==> src/rtl/fifo_wr_ctrl_if.sv <==
// Byte-stream and FIFO write-side bundle for fifo_wr_ctrl.
// The master drives the upstream strobe, data, sop and full_flag; the slave returns the write strobe and status.
interface fifo_wr_ctrl_if;
  logic       data_ena;
  logic [7:0] data_in;
  logic       sop;
  logic       full_flag;
  logic       wr_fifo;
  logic [7:0] fifo_data;
  logic [1:0] byte_cnt;
  logic       pkt_done;
  logic       overflow;
  logic       pkt_err;

  modport master (
    output data_ena, data_in, sop, full_flag,
    input  wr_fifo, fifo_data, byte_cnt, pkt_done, overflow, pkt_err
  );

  modport slave (
    input  data_ena, data_in, sop, full_flag,
    output wr_fifo, fifo_data, byte_cnt, pkt_done, overflow, pkt_err
  );
endinterface

==> src/rtl/fifo_wr_ctrl.sv <==
// Unstallable byte stream into a FIFO, using a one-byte skid register.
// Also tracks the position within 4-byte packets and keeps sticky overflow and packet-error flags.
module fifo_wr_ctrl (
  input  logic           clk_50,
  input  logic           reset_n,
  fifo_wr_ctrl_if.slave  bus
);

  typedef enum logic {EMPTY, HELD} state_t;

  state_t     state;
  logic [7:0] hold_data;
  logic       hold_sop;

  logic       wr_q;
  logic [7:0] data_q;
  logic [1:0] cnt_q;
  logic       done_q;
  logic       ovf_q;
  logic       err_q;

  logic       do_wr;
  logic [7:0] wr_byte;
  logic       wr_sop;
  logic [1:0] pos;

  // The held byte always has write priority, which keeps bytes in order.
  always_comb begin
    do_wr   = 1'b0;
    wr_byte = hold_data;
    wr_sop  = hold_sop;
    if (state == EMPTY) begin
      do_wr   = bus.data_ena && !bus.full_flag;
      wr_byte = bus.data_in;
      wr_sop  = bus.sop;
    end else begin
      do_wr   = !bus.full_flag;
    end
    pos = wr_sop ? 2'd0 : cnt_q;
  end

  always_ff @(posedge clk_50) begin
    if (!reset_n) begin
      state     <= EMPTY;
      hold_data <= '0;
      hold_sop  <= 1'b0;
      wr_q      <= 1'b0;
      data_q    <= '0;
      cnt_q     <= '0;
      done_q    <= 1'b0;
      ovf_q     <= 1'b0;
      err_q     <= 1'b0;
    end else begin
      wr_q   <= do_wr;
      done_q <= do_wr && (pos == 2'd3);
      if (do_wr) begin
        data_q <= wr_byte;
        cnt_q  <= pos + 2'd1;
        if (wr_sop && (cnt_q != 2'd0)) err_q <= 1'b1;
      end
      unique case (state)
        EMPTY: begin
          if (bus.data_ena && bus.full_flag) begin
            hold_data <= bus.data_in;
            hold_sop  <= bus.sop;
            state     <= HELD;
          end
        end
        HELD: begin
          if (!bus.full_flag) begin
            if (bus.data_ena) begin
              hold_data <= bus.data_in;
              hold_sop  <= bus.sop;
            end else begin
              state <= EMPTY;
            end
          end else if (bus.data_ena) begin
            ovf_q <= 1'b1;
          end
        end
        default: state <= EMPTY;
      endcase
    end
  end

  assign bus.wr_fifo   = wr_q;
  assign bus.fifo_data = data_q;
  assign bus.byte_cnt  = cnt_q;
  assign bus.pkt_done  = done_q;
  assign bus.overflow  = ovf_q;
  assign bus.pkt_err   = err_q;

endmodule

==> src/flat_wrapper.sv <==
// flat-port wrapper written by rule: the top's interface ports become plain ports
module fifo_wr_ctrl_flat 
  (clk_50, reset_n, bus_data_ena, bus_data_in, bus_sop, bus_full_flag, bus_wr_fifo, bus_fifo_data, bus_byte_cnt, bus_pkt_done, bus_overflow, bus_pkt_err);
  fifo_wr_ctrl_if bus_i ();
  input  logic clk_50;
  input  logic reset_n;
  input wire logic [$bits(bus_i.data_ena)-1:0] bus_data_ena;
  input wire logic [$bits(bus_i.data_in)-1:0] bus_data_in;
  input wire logic [$bits(bus_i.sop)-1:0] bus_sop;
  input wire logic [$bits(bus_i.full_flag)-1:0] bus_full_flag;
  output wire logic [$bits(bus_i.wr_fifo)-1:0] bus_wr_fifo;
  output wire logic [$bits(bus_i.fifo_data)-1:0] bus_fifo_data;
  output wire logic [$bits(bus_i.byte_cnt)-1:0] bus_byte_cnt;
  output wire logic [$bits(bus_i.pkt_done)-1:0] bus_pkt_done;
  output wire logic [$bits(bus_i.overflow)-1:0] bus_overflow;
  output wire logic [$bits(bus_i.pkt_err)-1:0] bus_pkt_err;
  assign bus_i.data_ena = bus_data_ena;
  assign bus_i.data_in = bus_data_in;
  assign bus_i.sop = bus_sop;
  assign bus_i.full_flag = bus_full_flag;
  assign bus_wr_fifo = bus_i.wr_fifo;
  assign bus_fifo_data = bus_i.fifo_data;
  assign bus_byte_cnt = bus_i.byte_cnt;
  assign bus_pkt_done = bus_i.pkt_done;
  assign bus_overflow = bus_i.overflow;
  assign bus_pkt_err = bus_i.pkt_err;
  fifo_wr_ctrl u_core (.clk_50(clk_50), .reset_n(reset_n), .bus(bus_i));
endmodule
==> config.mk <==
export PLATFORM = sky130hd
export DESIGN_NAME = fifo_wr_ctrl_flat
export DESIGN_NICKNAME = d
export VERILOG_FILES = /design/src/rtl/fifo_wr_ctrl_if.sv /design/src/rtl/fifo_wr_ctrl.sv /design/src/flat_wrapper.sv
export SDC_FILE = /design/constraint.sdc
export NUM_CORES = 1
export LEC_CHECK = 0
export ABC_AREA = 1
export CAP_MARGIN = 10
export CELL_PAD_IN_SITES_DETAIL_PLACEMENT = 0
export CELL_PAD_IN_SITES_GLOBAL_PLACEMENT = 2
export CORE_MARGIN = 2
export CORE_UTILIZATION = 25
export CTS_CLUSTER_SIZE = 20
export DETAILED_ROUTE_END_ITERATION = 8
export PLACE_DENSITY = 0.79
export SLEW_MARGIN = 40
export SYNTH_ARGS = -nofsm -noshare
export SYNTH_HDL_FRONTEND = slang
export SYNTH_SLANG_ARGS = --single-unit
==> constraint.sdc <==
create_clock -name clk_50 -period 1.8 [get_ports clk_50]
set_input_delay 0.27 -clock clk_50 [delete_from_list [all_inputs] [get_ports clk_50]]
set_output_delay 0.27 -clock clk_50 [all_outputs]
set_load 0.005 [all_outputs]
==> flow_metrics.env <==
export IMPL_synth_distinct_cells=17
export IMPL_drive_gt1_share_pct=8.82
export IMPL_post_cts_resized=0
export IMPL_finClkSkew_ns=0.00106
export IMPL_clock_latency_ns=0.26
export IMPL_cts_tree="done"
export IMPL_yosys_top_cells_count="nand2_1 (55), dfxtp_1 (24), a21oi_1 (20)"
export IMPL_nNetsFinal=186
export IMPL_synth_edff_count=0
export IMPL_design_area_mm2=0.00139
export IMPL_ff2ff_path_depth=7
export IMPL_synthCells=142
export IMPL_syn_num_nets=156
export IMPL_dp_slack_ns=0.211
export IMPL_clock_sinks=24
export IMPL_die_h_um=67.8
export IMPL_drc_errors=0
export IMPL_ys_dominant_reg_cell="dfxtp_1"
export IMPL_htree_levels=1
export IMPL_path_cells="inv_2, nand2_1, nand2_1, nor2_1, ha_1, o21ai_0, nor2_1"
export IMPL_rows=23
export IMPL_final_hold_viol_count=0
export IMPL_grt_pass1_wl_um=4230
export IMPL_p_leak_nw=0.557
export IMPL_clk_pin_slew_worst_paths_ns=0.08
export IMPL_dp_hpwl_um=1820
export IMPL_gp_congestion=0.739
export IMPL_reg2reg_from="u_core.state"
export IMPL_crit_arrival_ns=1.60
export IMPL_fin_crit_sh_pct=80.2
export IMPL_p_per_area_mw_per_mm2=769
export IMPL_tns_ns=0
export IMPL_antenna_found_initial=0
export IMPL_worst_pin_slew_ns=0.456
export IMPL_area_growth_pct=36.2
export IMPL_setup_ws_ns=0.356
export IMPL_routed_via_density=4.39
export IMPL_root_buffer="clkbuf_8"
export IMPL_ys_ff_latch=24
export IMPL_slew_violations=0
export IMPL_power_mw=1.07
export IMPL_grt_pass1_vias=898
export IMPL_maxClockFrequency_mhz=692
export IMPL_grt_max_degree=23
export IMPL_die_w_um=67.8
export IMPL_slowest_stage="dfxtp_1"
export IMPL_avgSynthCellArea_um2=7.17
export IMPL_status="complete, no violations"
export IMPL_start_util_pct=25.6
export IMPL_cts_made_buffers=3
export IMPL_timing_final_crit_period_ns=1.44
export IMPL_synth_top_area_share_pct=47.2
export IMPL_io_pins=27
export IMPL_drt_initial_drc_count=49
export IMPL_cp_startpoint="u_core.state"
export IMPL_r2r_slack_ns=0.36
export IMPL_wl_per_cell_um=11.2
export IMPL_ys_seq_area_share_pct=47.2
export IMPL_crit_end="u_core.bus.byte_cnt[1]"
export IMPL_timing_worst_setup_path_type="reg -> reg"
export IMPL_num_vias=966
export IMPL_grt_usage_pct=12.2
export IMPL_firstDrtPassIters=4
export IMPL_n_antenna_cell=0
export IMPL_crit_path_start_kind="register"
export IMPL_synth_top_cell_by_area="dfxtp_1"
export IMPL_maxCapViolations=0
export IMPL_slew_headroom_pct=69.6
export IMPL_hp_class="reg -> reg"
export IMPL_yosysMostFrequentCell="nand2_1"
export IMPL_crit_path_end_kind="register"
export IMPL_netlist_area_mm2=0.00102
export IMPL_port_buffers=26
export IMPL_rr_endpoint="u_core.bus.byte_cnt[1]"
export IMPL_crit_fanout=10
export IMPL_min_from="u_core.bus.pkt_err"
export IMPL_routed_wl_um=2460
export IMPL_ant_nets=0
export IMPL_crit_required_ns=1.96
export IMPL_die_area_mm2=0.00460
export IMPL_setup_violations=0
export IMPL_globalRouteOverflowTotal=0
export IMPL_cpPeakStageDelay_ns=0.48
export IMPL_placedInstanceArea_mm2=0.00135
export IMPL_async_flop_share_pct=0
export IMPL_cts_hold_buf=0
export IMPL_core_mm2=0.00397
export IMPL_synthTopCellsByArea="dfxtp_1 (47%), nand2_1 (20%), a21oi_1 (9.8%), nand4_1 (5.5%), buf_4 (2.9%)"
export IMPL_rsz0062_at_grt="no"
export IMPL_ys_warn_count=0
export IMPL_post_cts_buffers=0
export IMPL_irDropWorstVdd_mv=0.271
export IMPL_cts_buffer_depth=2
[worst max-delay path, delay by kind of cell, from the launching register on]
family,cells,cell delay [ns]
adders and majority gates,1,0.22
AOI/OAI and AO/OA,1,0.15
DFF,1,0.48
buffers and inverters,1,0.16
and+or+nand+nor,4,0.32
[logic make-up after synthesis]
kind of cell | share of synthesized area, %
compound gates | 11.3
fa+ha+maj | 1.23
buf+inv | 7.25
flops | 47.2
simple gates | 33.0
[through the flow]
step                hold slack (ns)  instances  util [%]
floorplan                     0.406        142         -
global placement              0.441        217      33.9
detailed placement            0.443        217      33.9
CTS                           0.456        220      34.9
global route                  0.492        220      34.9
finish                        0.452        220      34.9
[state kept, by name, summed over array words and instances, names as in the netlist]
name	count
u_core.hold_data	8
u_core.hold_sop	1
u_core.bus.pkt_done	1
u_core.bus.overflow	1
u_core.state	1
u_core.bus.wr_fifo	1
u_core.bus.fifo_data	8
u_core.bus.byte_cnt	2
u_core.bus.pkt_err	1
[layout make-up]
class / instances / area [um2]
well taps: 50 / 62.6
multi-input cells: 103 / 464
inverters: 7 / 26.3
repair buffers: 33 / 313
flip-flops and latches: 24 / 480
clock buffers: 3 / 41.3
fillers: 438 / 2580
[report_power, final]
group          switching [mW]  total [mW]  internal [mW]
logic                  0.0913       0.184         0.0929
registers              0.0173       0.577          0.559
clock network           0.157       0.307          0.149
total                   0.266        1.07          0.802
[worst min path at each step]
stage	to	cells past startpoint
floorplan	u_core.bus.byte_cnt[0]	2
global placement	u_core.bus.pkt_err	2
detailed placement	u_core.bus.pkt_err	2
CTS	u_core.bus.pkt_err	2
global route	u_core.hold_data[6]	2
finish	u_core.bus.pkt_err	2
[layer usage]
metal / track usage (%) / share of wire [%] / wire length [um] / vias up
met3: 2.47 / 3.2 / 79 / 2
met1: 15.4 / 47 / 1160 / 430
met5: 0 / 0 / 0 / -
met2: 20.6 / 49 / 1200 / 18
met4: 4.50 / 1.2 / 29 / 0
li1: - / - / - / 516
[cell usage in the layout, fill, tap and decap left out]
master and count:
a21oi_1 20, buf_4 7, clkbuf_8 3, clkdlybuf4s50_1 26, dfxtp_1 24, ha_1 1, inv_1 6, inv_2 1
nand2_1 55, nand2_2 1, nand3_1 3, nand3_2 1, nand4_1 9, nor2_1 8, nor2_2 1, o21ai_0 3
or2_2 1
(Power assumes the default switching activity.)
